<file path="src/rtl/shift_sequencer.sv">
// shift_sequencer: command-driven controller for an 8-bit shift register
// datapath (8 data bits + flag). Accepts {data, dir, amt} over a valid/ready
// handshake, loads the operand into the shifter, applies amt single-bit
// shifts (clamped to MAX_SHIFT), captures the shifter output and returns it
// over a valid/ready result handshake.
//
// Ports:
//   clk, rst                 clock, asynchronous active-high reset
//   cmd_valid/cmd_ready      command handshake (ready only in IDLE)
//   cmd_data/cmd_dir/cmd_amt operand, direction (0 right, 1 left), amount
//   sh_s/sh_din              shifter select (00 hold,01 right,10 left,11 load)
//                            and load data
//   sh_so/sh_flag            shifter data and flag outputs
//   res_valid/res_ready      result handshake
//   res_data/res_flag        captured shifter data and flag
//   busy                     high whenever not IDLE
//   ones_cnt                 ones shifted out on right shifts
//
// Build option: define SHSEQ_ONES_COUNT_EN to enable the ones counter;
// otherwise ones_cnt is tied to zero.

module shift_sequencer #(
  parameter int unsigned DATA_W    = 8,
  parameter int unsigned AMT_W     = 4,
  parameter int unsigned MAX_SHIFT = 8
) (
  input  logic              clk,
  input  logic              rst,
  input  logic              cmd_valid,
  output logic              cmd_ready,
  input  logic [DATA_W-1:0] cmd_data,
  input  logic              cmd_dir,
  input  logic [AMT_W-1:0]  cmd_amt,
  output logic [1:0]        sh_s,
  output logic [DATA_W-1:0] sh_din,
  input  logic [DATA_W-1:0] sh_so,
  input  logic              sh_flag,
  output logic              res_valid,
  input  logic              res_ready,
  output logic [DATA_W-1:0] res_data,
  output logic              res_flag,
  output logic              busy,
  output logic [AMT_W-1:0]  ones_cnt
);

  localparam logic [AMT_W-1:0] MAX_AMT = AMT_W'(MAX_SHIFT);

  localparam logic [1:0] SEL_HOLD  = 2'b00;
  localparam logic [1:0] SEL_RIGHT = 2'b01;
  localparam logic [1:0] SEL_LEFT  = 2'b10;
  localparam logic [1:0] SEL_LOAD  = 2'b11;

  typedef enum logic [2:0] {
    S_IDLE,
    S_LOAD,
    S_SHIFT,
    S_CAPTURE,
    S_DONE
  } state_e;

  state_e              state_q, state_d;
  logic [DATA_W-1:0]   data_q, data_d;
  logic                dir_q, dir_d;
  logic [AMT_W-1:0]    amt_q, amt_d;
  logic [AMT_W-1:0]    rem_q, rem_d;
  logic [DATA_W-1:0]   res_data_q, res_data_d;
  logic                res_flag_q, res_flag_d;
  logic                res_valid_q, res_valid_d;
  logic [AMT_W-1:0]    amt_clamped;

`ifdef SHSEQ_ONES_COUNT_EN
  logic [AMT_W-1:0]    ones_q, ones_d;
`endif

  assign amt_clamped = (cmd_amt > MAX_AMT) ? MAX_AMT : cmd_amt;

  // Next-state and datapath-register computation.
  always_comb begin
    state_d     = state_q;
    data_d      = data_q;
    dir_d       = dir_q;
    amt_d       = amt_q;
    rem_d       = rem_q;
    res_data_d  = res_data_q;
    res_flag_d  = res_flag_q;
    res_valid_d = res_valid_q;
`ifdef SHSEQ_ONES_COUNT_EN
    ones_d      = ones_q;
`endif
    case (state_q)
      S_IDLE: begin
        if (cmd_valid) begin
          data_d  = cmd_data;
          dir_d   = cmd_dir;
          amt_d   = amt_clamped;
          state_d = S_LOAD;
        end
      end
      S_LOAD: begin
        rem_d   = amt_q;
`ifdef SHSEQ_ONES_COUNT_EN
        ones_d  = '0;
`endif
        state_d = (amt_q != '0) ? S_SHIFT : S_CAPTURE;
      end
      S_SHIFT: begin
        rem_d = rem_q - AMT_W'(1);
`ifdef SHSEQ_ONES_COUNT_EN
        // bit 0 is the one leaving the register on this right-shift edge
        if (!dir_q && sh_so[0]) begin
          ones_d = ones_q + AMT_W'(1);
        end
`endif
        if (rem_q == AMT_W'(1)) begin
          state_d = S_CAPTURE;
        end
      end
      S_CAPTURE: begin
        res_data_d  = sh_so;
        res_flag_d  = sh_flag;
        res_valid_d = 1'b1;
        state_d     = S_DONE;
      end
      S_DONE: begin
        if (res_ready) begin
          res_valid_d = 1'b0;
          state_d     = S_IDLE;
        end
      end
      default: state_d = S_IDLE;
    endcase
  end

  // State and datapath registers.
  always_ff @(posedge clk or posedge rst) begin
    if (rst) begin
      state_q     <= S_IDLE;
      data_q      <= '0;
      dir_q       <= 1'b0;
      amt_q       <= '0;
      rem_q       <= '0;
      res_data_q  <= '0;
      res_flag_q  <= 1'b0;
      res_valid_q <= 1'b0;
`ifdef SHSEQ_ONES_COUNT_EN
      ones_q      <= '0;
`endif
    end else begin
      state_q     <= state_d;
      data_q      <= data_d;
      dir_q       <= dir_d;
      amt_q       <= amt_d;
      rem_q       <= rem_d;
      res_data_q  <= res_data_d;
      res_flag_q  <= res_flag_d;
      res_valid_q <= res_valid_d;
`ifdef SHSEQ_ONES_COUNT_EN
      ones_q      <= ones_d;
`endif
    end
  end

  // Shifter select decode from state and latched direction.
  always_comb begin
    sh_s = SEL_HOLD;
    case (state_q)
      S_LOAD:  sh_s = SEL_LOAD;
      S_SHIFT: sh_s = dir_q ? SEL_LEFT : SEL_RIGHT;
      default: sh_s = SEL_HOLD;
    endcase
  end

  assign sh_din    = data_q;
  assign cmd_ready = (state_q == S_IDLE);
  assign busy      = (state_q != S_IDLE);
  assign res_valid = res_valid_q;
  assign res_data  = res_data_q;
  assign res_flag  = res_flag_q;

`ifdef SHSEQ_ONES_COUNT_EN
  assign ones_cnt = ones_q;
`else
  assign ones_cnt = '0;
`endif

endmodule
</file>
<file path="config.mk">
export PLATFORM = sky130hd
export DESIGN_NAME = shift_sequencer
export DESIGN_NICKNAME = d
export VERILOG_FILES = /design/src/rtl/shift_sequencer.sv
export SDC_FILE = /design/constraint.sdc
export NUM_CORES = 1
export LEC_CHECK = 0
export BUFFER_PORTS_ARGS = -buffer_cell sky130_fd_sc_hd__buf_2
export CAP_MARGIN = 10
export CORE_UTILIZATION = 40
export DETAILED_ROUTE_END_ITERATION = 16
export PLACE_DENSITY = 0.65
export SETUP_SLACK_MARGIN = 0.2
export SYNTH_ARGS = -nofsm -noshare
export SYNTH_HDL_FRONTEND = slang
export SYNTH_SLANG_ARGS = --single-unit
</file>
<file path="constraint.sdc">
create_clock -name clk -period 5.15 [get_ports clk]
set_clock_uncertainty 0.1 [all_clocks]
set_input_delay 1.03 -clock clk [delete_from_list [all_inputs] [get_ports clk]]
set_output_delay 1.03 -clock clk [all_outputs]
set_load 0.05 [all_outputs]
</file>
# Word level (Yosys, flattened, before mapping)

Cells that the tools add are included.

Equality and inequality tests: 8
Reductions and logical operators: 8
Multiplexer cells: 11
Magnitude comparators: 1
$add $sub $neg: 1

Operator list:

| cell                                                 | number |
|---|---|
| case mux 3 bit (5 select lines)                      | 1 |
| two-way mux 3 bit                                    | 3 |
| case mux 4 bit (2 select lines)                      | 1 |
| equality test 3 x 2 -> 1 bit (second input constant) | 2 |
| inequality test 2 bit (second input constant)        | 3 |
| equality test 4 x 1 -> 1 bit (second input constant) | 1 |
| > comparator 4 bit (second input constant)           | 1 |
| two-way mux 4 bit                                    | 1 |
| case mux 2 bit (2 select lines)                      | 1 |
| AND reduction 2 bit                                  | 2 |
| nonzero test 2 bit                                   | 2 |
| nonzero test 4 bit                                   | 1 |
| subtractor 4 x 1 -> 4 bit (second input constant)    | 1 |
| equality test 3 x 1 -> 1 bit (second input constant) | 1 |
| equality test 3 bit (second input constant)          | 1 |
| zero test 3 bit                                      | 1 |
| AND reduction 3 bit                                  | 1 |
| nonzero test 3 bit                                   | 1 |
| two-way mux 1 bit                                    | 2 |
| two-way mux 2 bit                                    | 1 |
| case mux 1 bit (2 select lines)                      | 1 |

Register bits: 30
Input port bits: 26
Output and inout bits: 26
Logic and storage cells: 37

# Logic depth before layout (Yosys ltp)

Gate-level depths: netlist of the first run.

Depth after elaboration: 3
Mapped depth: 6
Mapped depth without buffers: 5

# Worst setup path before layout of the first run

OpenSTA, ideal clock, no wires.

Kind: flip-flop to output port
Start: reg state_q[1]
End: out sh_s[0]
Path slack: 2115 ps
Path buffers: 1
Stages on the path, launching flop included: 4
Data required time: 4020 ps
Data arrival time: 1905 ps
Path through: dfrtp_1 -> clkbuf_1 -> or3b_2 -> a21oi_1

Word-level cells in the longest chain between the ends: 2
Elaborated cells on any way between the ends: 3
Classes of those cells: eq/ne (2); mux (1)

RTL lines:

| element                                                                      | line | text |
|---|---|---|
| from (decl)                                                                  | 61   | `state_e state_q, state_d;` |
| from (signal assigned)                                                       | 149  | `state_q <= state_d;` |
| equality test 3 x 2 -> 1 bit or equality test 3 x 1 -> 1 bit (tied branches) | 166  | `case (state_q)` |
| case mux 2 bit (2 select lines) (*)                                          | 166  |  |
| to (decl)                                                                    | 34   | `output logic [1:0] sh_s,` |

Every way passes the cells marked *; elsewhere a longest branch is shown, timed or not.

# Worst setup path after layout of the first run

Same ends and word-level chain as after synthesis.

==> results.sh, run 1 <==
export IMPL_status="complete, no violations"
export IMPL_end_kind="output pin"
export IMPL_rr_startpoint="state_q[0]"
export IMPL_cpPeakStageDelay_ns=0.60
export IMPL_avgSynthCellArea_um2=12.1
export IMPL_async_reset_ff_share_pct=100
export IMPL_finalHoldViolCount=0
export IMPL_ant_nets=0
export IMPL_wl_per_cell_um=12.8
export IMPL_num_vias=1022
export IMPL_drc=0
export IMPL_finalSetupTns_ns=0
export IMPL_cts_tree="yes"
export IMPL_critPathBufInv=1
export IMPL_synth_top_area_share_pct=53.5
export IMPL_final_common_cell="buf_2"
export IMPL_fmax_ghz=0.339
export IMPL_die_w_um=61.2
export IMPL_yosysSeqAreaShare_pct=53.5
export IMPL_dp_cells=202
export IMPL_worst_path_max_delay_cell="dfrtp_1"
export IMPL_slew_violations=0
export IMPL_first_pass_iters=4
export IMPL_vias_per_cell=4.89
export IMPL_io_pins=52
export IMPL_layout_common_cells="47 x buf_2, 30 x dfrtp_1, 15 x mux2_2"
export IMPL_clockBufferDepth=2
export IMPL_track_usage_pct=16.3
export IMPL_min_to="amt_q[0]"
export IMPL_worstSetupPathType="flop to output pin"
export IMPL_clkLatencyLatePin_ns=0.33
export IMPL_rows=21
export IMPL_antenna_found_initial=0
export IMPL_drtIter0Drc=10
export IMPL_reg2reg_depth=2
export IMPL_dpl_hpwl_um=1930
export IMPL_hold_path_class="flop to flop"
export IMPL_cp_top_family="flip-flops"
export IMPL_ys_ff_latch=30
export IMPL_crit_required_ns=4.02
export IMPL_syn_area_um2=1400
export IMPL_clkTransAtPathRegs_ns=0.09
export IMPL_final_nets=192
export IMPL_yosys_area_top_type="dfrtp_1"
export IMPL_max_slew_margin_pct=55.2
export IMPL_gp_congestion=0.799
export IMPL_fin_crit_sh_pct=57.2
export IMPL_synth_edf_count=0
export IMPL_hold_start="amt_q[0]"
export IMPL_cts_sinks=30
export IMPL_path_cells="or3b_2 -> a21oi_1 -> buf_2"
export IMPL_coreArea_um2=3340
export IMPL_cts_root_buf="clkbuf_4"
export IMPL_drive_above_1_share_pct=46.0
export IMPL_postCtsSetupBuffers=0
export IMPL_instances_no_fill=209
export IMPL_maxCapViolCount=0
export IMPL_fp_dieH_um=61.2
export IMPL_die_area_um2=3750
export IMPL_yosys_warnings=0
export IMPL_syn_inst=116
export IMPL_initial_utilization_pct=42.0
export IMPL_cts_hold_repair_buffers=0
export IMPL_path_max_fanout=16
export IMPL_grt_ovfl_total=0
export IMPL_rsz0062_at_grt="no"
export IMPL_synth_area_leaders="dfrtp_1 54%, mux2_2 12%, mux2_4 4.3%"
export IMPL_timing_rr_end="sh_din[2]"
export IMPL_cp_start_kind="flop"
export IMPL_tightestPinTransition_ns=0.671
export IMPL_portBuffers=47
export IMPL_wl_um=2670
export IMPL_h_tree_depth=2
export IMPL_crit_arrival_ns=1.82
export IMPL_hold_depth=2
export IMPL_insertedDiodeCount=0
export IMPL_finalSetupViolCount=0
export IMPL_synth_cell_type_count=31
export IMPL_grt_max_degree=31
export IMPL_area_growth_pct=20.7
export IMPL_grt_pass1_wl_um=4240
export IMPL_cts_buffers=5
export IMPL_cts_resized_gates=0
export IMPL_synth_flop_cell="dfrtp_1"
export IMPL_grt_pass1_vias=933
export IMPL_r2r_setup_slack_ns=3.06
export IMPL_layout_min_cycle_time_ns=2.95
==> flip-flops by register name (all words and copies together), names as in the netlist <==
signal	count
amt_q	4
res_valid	1
res_flag	1
state_q	3
res_data	8
dir_q	1
sh_din	8
rem_q	4
==> Yosys cell counts (all sizes together) (3+ instances only) <==
cell,n
nand3b,3
nand2b,4
a21oi,8
buf,8
dfrtp,30
o21ai,7
nor3,3
nand2,5
inv,7
mux2,19
==> cell families after synthesis <==
family          share of synthesized area, %
compound gates                          9.55
fa+ha+maj                               1.78
buf+inv                                 7.58
flops                                   53.5
mux                                     16.3
other cells                            0.267
simple gates                            11.0
==> worst max-delay path by stage <==
stage,from,end,slack [ns],cells past startpoint
finish,state_q[1],sh_s[0],2.20,3
global route,state_q[1],sh_s[0],2.10,3
CTS,state_q[1],sh_s[0],2.19,3
detailed placement,state_q[1],sh_s[0],2.56,3
global placement,state_q[1],sh_s[0],2.60,3
floorplan,state_q[1],sh_s[0],2.12,3
==> worst min-delay path, stage by stage (launching register included) <==
cell	delay (ns)
dfrtp_1	0.34
nand2_1	0.05
o21ai_0	0.06
==> stage by stage <==
| stage | utilization [%] | cell area, um^2 | hold WS, ns | worst slack, ns |
|---|---|---|---|---|
| 2_1_floorplan | - | 1410 | 0.350 | 2.12 |
| 3_3_place_gp | 48.7 | 1630 | 0.378 | 2.60 |
| 3_5_place_dp | 48.7 | 1630 | 0.370 | 2.56 |
| 4_1_cts | 50.3 | 1680 | 0.389 | 2.19 |
| 5_1_grt | 50.7 | 1690 | 0.425 | 2.10 |
| 6_report | 50.7 | 1690 | 0.382 | 2.20 |
==> layout make-up <==
cell class                 instances  area, um^2
multi-input combinational         72         557
clock buffer                       6        51.3
sequential                        30         751
fill                             317        1640
timing repair buffer              48         250
tap                               46        57.6
inverter                           7        26.3
==> per-layer routing <==
layer / up-vias / GRT usage (%) / wire (um)
met3: 9 / 6.51 / 143
met1: 488 / 21.3 / 1200
met2: 33 / 23.4 / 1260
met4: 0 / 8.44 / 61
met5: - / 0 / 0
li1: 492 / - / -
Power of run 1 is not shown: default switching activity piles up to over one toggle a cycle in this logic, so the estimate is an artifact.
==> inputs of run 2 (changes only) <==
==> constraint.sdc (replaced) <==
create_clock -name clk -period 3 [get_ports clk]
set_clock_uncertainty 0.1 [all_clocks]
set_input_delay 0.6 -clock clk [delete_from_list [all_inputs] [get_ports clk]]
set_output_delay 0.6 -clock clk [all_outputs]
set_load 0.05 [all_outputs]
==> results.sh, run 2 (same netlist as run 1, synthesis figures left out) <==
export IMPL_cts_buffers=5
export IMPL_rows=21
export IMPL_maxCapViolCount=0
export IMPL_crit_required_ns=2.30
export IMPL_first_pass_iters=4
export IMPL_num_fill_cells=312
export IMPL_slew_violations=0
export IMPL_antenna_found_initial=0
export IMPL_cts_hold_repair_buffers=0
export IMPL_rsz0062_at_grt="no"
export IMPL_wl_um=2480
export IMPL_die_w_um=61.2
export IMPL_finalHoldViolCount=0
export IMPL_layout_common_cells="47 x buf_2, 30 x dfrtp_1, 15 x mux2_2"
export IMPL_tightestPinTransition_ns=0.638
export IMPL_area_growth_pct=20.2
export IMPL_drtIter0Drc=9
export IMPL_grt_pass1_vias=918
export IMPL_fmax_ghz=0.401
export IMPL_crit_arrival_ns=1.80
export IMPL_initial_utilization_pct=42.0
export IMPL_finalSetupViolCount=0
export IMPL_vias_per_cell=4.90
export IMPL_cts_root_buf="clkbuf_4"
export IMPL_clkTransAtPathRegs_ns=0.09
export IMPL_num_vias=1025
export IMPL_cts_tree="yes"
export IMPL_track_usage_pct=15.5
export IMPL_gp_congestion=0.799
export IMPL_cts_sinks=30
export IMPL_io_pins=52
export IMPL_final_common_cell="buf_2"
export IMPL_h_tree_depth=2
export IMPL_end_kind="output pin"
export IMPL_status="complete, no violations"
export IMPL_grt_max_degree=31
export IMPL_layout_min_cycle_time_ns=2.50
export IMPL_max_slew_margin_pct=57.5
export IMPL_drc=0
export IMPL_worstSetupPathType="flop to output pin"
export IMPL_hold_path_class="primary input to asynchronous set/reset pin"
export IMPL_clkLatencyLatePin_ns=0.33
export IMPL_drive_above_1_share_pct=46.0
export IMPL_fp_dieH_um=61.2
export IMPL_dpl_hpwl_um=1860
export IMPL_grt_ovfl_total=0
export IMPL_cts_resized_gates=0
export IMPL_clockBufferDepth=2
export IMPL_final_nets=192
export IMPL_portBuffers=47
export IMPL_ant_nets=0
export IMPL_finalSetupTns_ns=0
export IMPL_insertedDiodeCount=0
export IMPL_grt_pass1_wl_um=4040
export IMPL_path_max_fanout=16
export IMPL_die_area_um2=3750
export IMPL_coreArea_um2=3340
export IMPL_wl_per_cell_um=11.9
export IMPL_cp_start_kind="flop"
export IMPL_fin_crit_sh_pct=83.2
export IMPL_postCtsSetupBuffers=0
-- run 2: cell types whose count changed in the layout (fill, tap and decap cells not counted) --
cell   change
buf_4      +1
buf_8      -1
-- run 2: routing by layer --
| layer | up-vias | share of wire (%) | track usage, % |
|---|---|---|---|
| met5 | - | 0 | 0 |
| met4 | 0 | 2.3 | 9.74 |
| met3 | 8 | 6.1 | 4.83 |
| met2 | 38 | 48 | 23.9 |
| met1 | 490 | 43 | 19.0 |
| li1 | 489 | - | - |
-- run 2: stage by stage --
stage,cells,util [%],instance area [um^2],worst slack (ns),hold WS (ns)
after CTS,209,50.5,1690,0.487,0.239
after global routing,209,50.5,1690,0.400,0.260
after global placement,203,49.0,1630,0.883,0.378
after floorplan,119,-,1410,0.395,0.350
after detailed placement,203,49.0,1630,0.859,0.376
final,209,50.5,1690,0.505,0.231
-- run 2: final cells by class --
| class | instances | area, um^2 | area share, % |
|---|---|---|---|
| Sequential cell | 30 | 751 | 44.5 |
| Tap cell | 46 | 57.6 | 3.41 |
| Clock buffer | 6 | 51.3 | 3.04 |
| Timing Repair Buffer | 48 | 243 | 14.4 |
| Inverter | 7 | 26.3 | 1.56 |
| Multi-Input combinational cell | 72 | 557 | 33.0 |
-- run 2: final timing paths --
check | start | end | slack (ns) | cells after the start
max | state_q[1] | sh_s[0] | 0.50 | 3
min | rst | amt_q[1] | 0.23 | 3
max reg2reg | state_q[0] | sh_din[2] | 0.95 | 2
min reg2reg | amt_q[0] | amt_q[0] | 0.39 | 2
max in group asynchronous | rst | res_data[0] | 2.30 | 3
min in group clk | amt_q[0] | amt_q[0] | 0.39 | 2
-- run 2: worst max-delay path, stage by stage, from the launching register on --
cell	delay [ns]
dfrtp_1	0.58
or3b_2	0.48
a21oi_1	0.14
buf_2	0.27
Power of run 2 is left out for the same reason.
==> inputs of run 3 (changes only) <==
==> constraint.sdc (replaced) <==
create_clock -name clk -period 2.6 [get_ports clk]
set_clock_uncertainty 0.1 [all_clocks]
set_input_delay 0.52 -clock clk [delete_from_list [all_inputs] [get_ports clk]]
set_output_delay 0.52 -clock clk [all_outputs]
set_load 0.05 [all_outputs]
==> results.sh, run 3 (same netlist as run 1, synthesis figures left out) <==
export IMPL_h_tree_depth=2
export IMPL_die_area_um2=3750
export IMPL_portBuffers=47
export IMPL_fp_dieH_um=61.2
export IMPL_grt_pass1_wl_um=4110
export IMPL_timing_rr_end="sh_din[3]"
export IMPL_wl_um=2640
export IMPL_wl_per_cell_um=12.3
export IMPL_final_nets=196
export IMPL_cts_sinks=30
export IMPL_reg2reg_depth=3
export IMPL_final_common_cell="buf_2"
export IMPL_finalHoldViolCount=0
export IMPL_cts_root_buf="clkbuf_4"
export IMPL_slew_violations=0
export IMPL_drc=0
export IMPL_first_pass_iters=4
export IMPL_maxCapViolCount=0
export IMPL_path_max_fanout=4
export IMPL_num_vias=1033
export IMPL_antenna_found_initial=0
export IMPL_hold_path_class="primary input to asynchronous set/reset pin"
export IMPL_r2r_setup_slack_ns=0.57
export IMPL_coreArea_um2=3340
export IMPL_cts_hold_repair_buffers=0
export IMPL_clkLatencyLatePin_ns=0.32
export IMPL_grt_ovfl_total=0
export IMPL_vias_per_cell=4.80
export IMPL_fmax_ghz=0.444
export IMPL_crit_required_ns=1.98
export IMPL_grt_pass1_vias=930
export IMPL_status="complete, no violations"
export IMPL_rr_startpoint="state_q[1]"
export IMPL_dpl_hpwl_um=1920
export IMPL_end_kind="output pin"
export IMPL_finalSetupTns_ns=0
export IMPL_initial_utilization_pct=42.0
export IMPL_die_w_um=61.2
export IMPL_insertedDiodeCount=0
export IMPL_cts_tree="yes"
export IMPL_drtIter0Drc=11
export IMPL_layout_common_cells="47 x buf_2, 29 x dfrtp_1, 15 x mux2_2"
export IMPL_worstSetupPathType="flop to output pin"
export IMPL_grt_max_degree=31
export IMPL_io_pins=52
export IMPL_rsz0062_at_grt="no"
export IMPL_cp_start_kind="flop"
export IMPL_area_growth_pct=24.4
export IMPL_crit_arrival_ns=1.63
export IMPL_rows=21
export IMPL_clockBufferDepth=2
export IMPL_ant_nets=0
export IMPL_tightestPinTransition_ns=0.661
export IMPL_gp_congestion=0.811
export IMPL_max_slew_margin_pct=56.0
export IMPL_cts_buffers=5
export IMPL_layout_min_cycle_time_ns=2.25
export IMPL_clkTransAtPathRegs_ns=0.10
export IMPL_drive_above_1_share_pct=49.1
export IMPL_track_usage_pct=15.8
export IMPL_fin_crit_sh_pct=86.5
export IMPL_finalSetupViolCount=0
==> run 3: cell types whose count changed in the layout (fill, tap and decap cells not counted) <==
cell / previous run / this run
a21oi_2: 0 / 1
a21oi_1: 8 / 7
clkinv_2: 0 / 1
buf_12: 0 / 1
dfrtp_1: 30 / 29
dfrtp_2: 0 / 1
clkinvlp_4: 0 / 1
buf_4: 1 / 4
==> run 3: metal layers <==
layer | track usage [%] | up-vias | wire length [um]
met3 | 6.51 | 4 | 151
met4 | 8.12 | 0 | 44
met5 | 0 | - | 0
met2 | 22.5 | 42 | 1220
met1 | 20.8 | 491 | 1220
li1 | - | 496 | -
==> run 3: stage by stage <==
step | utilization (%) | cells | worst slack [ns] | cell area [um^2] | hold slack [ns]
2_1_floorplan | - | 119 | 0.362 | 1420 | 0.350
3_3_place_gp | 49.5 | 205 | 0.560 | 1650 | 0.378
3_5_place_dp | 49.5 | 205 | 0.525 | 1650 | 0.374
4_1_cts | 51.5 | 213 | 0.260 | 1720 | 0.150
5_1_grt | 52.3 | 215 | 0.209 | 1750 | 0.165
6_report | 52.3 | 215 | 0.350 | 1750 | 0.149
==> run 3: final cells by class <==
class / count / area (um^2)
clock buffer: 6 / 51.3
sequential: 30 / 752
tap: 46 / 57.6
timing repair buffer: 52 / 285
clock inverter: 2 / 12.5
fill: 309 / 1590
inverter: 7 / 26.3
multi-input combinational: 72 / 561
==> run 3: worst max-delay path, stage by stage (launching register included) <==
cell,delay (ns)
dfrtp_1,0.44
or3b_2,0.47
a21oi_2,0.14
buf_2,0.27
==> run 3: how the worst max path moves through the flow <==
stage / start / to / slack (ns) / cells past startpoint
floorplan: state_q[0] / sh_s[1] / 0.36 / 4
global placement: state_q[1] / sh_s[0] / 0.56 / 3
detailed placement: state_q[1] / sh_s[0] / 0.52 / 3
CTS: state_q[1] / sh_s[0] / 0.26 / 3
global route: state_q[0] / cmd_ready / 0.21 / 5
finish: state_q[0] / sh_s[0] / 0.35 / 3
==> run 3: repair_timing <==
| action | CTS | global route |
|---|---|---|
| buffers inserted | 0 | 2 |
| setup endpoints to repair | 1 | 1 |
| gates resized for setup | 1 | 0 |
Power of run 3 is left out for the same reason.
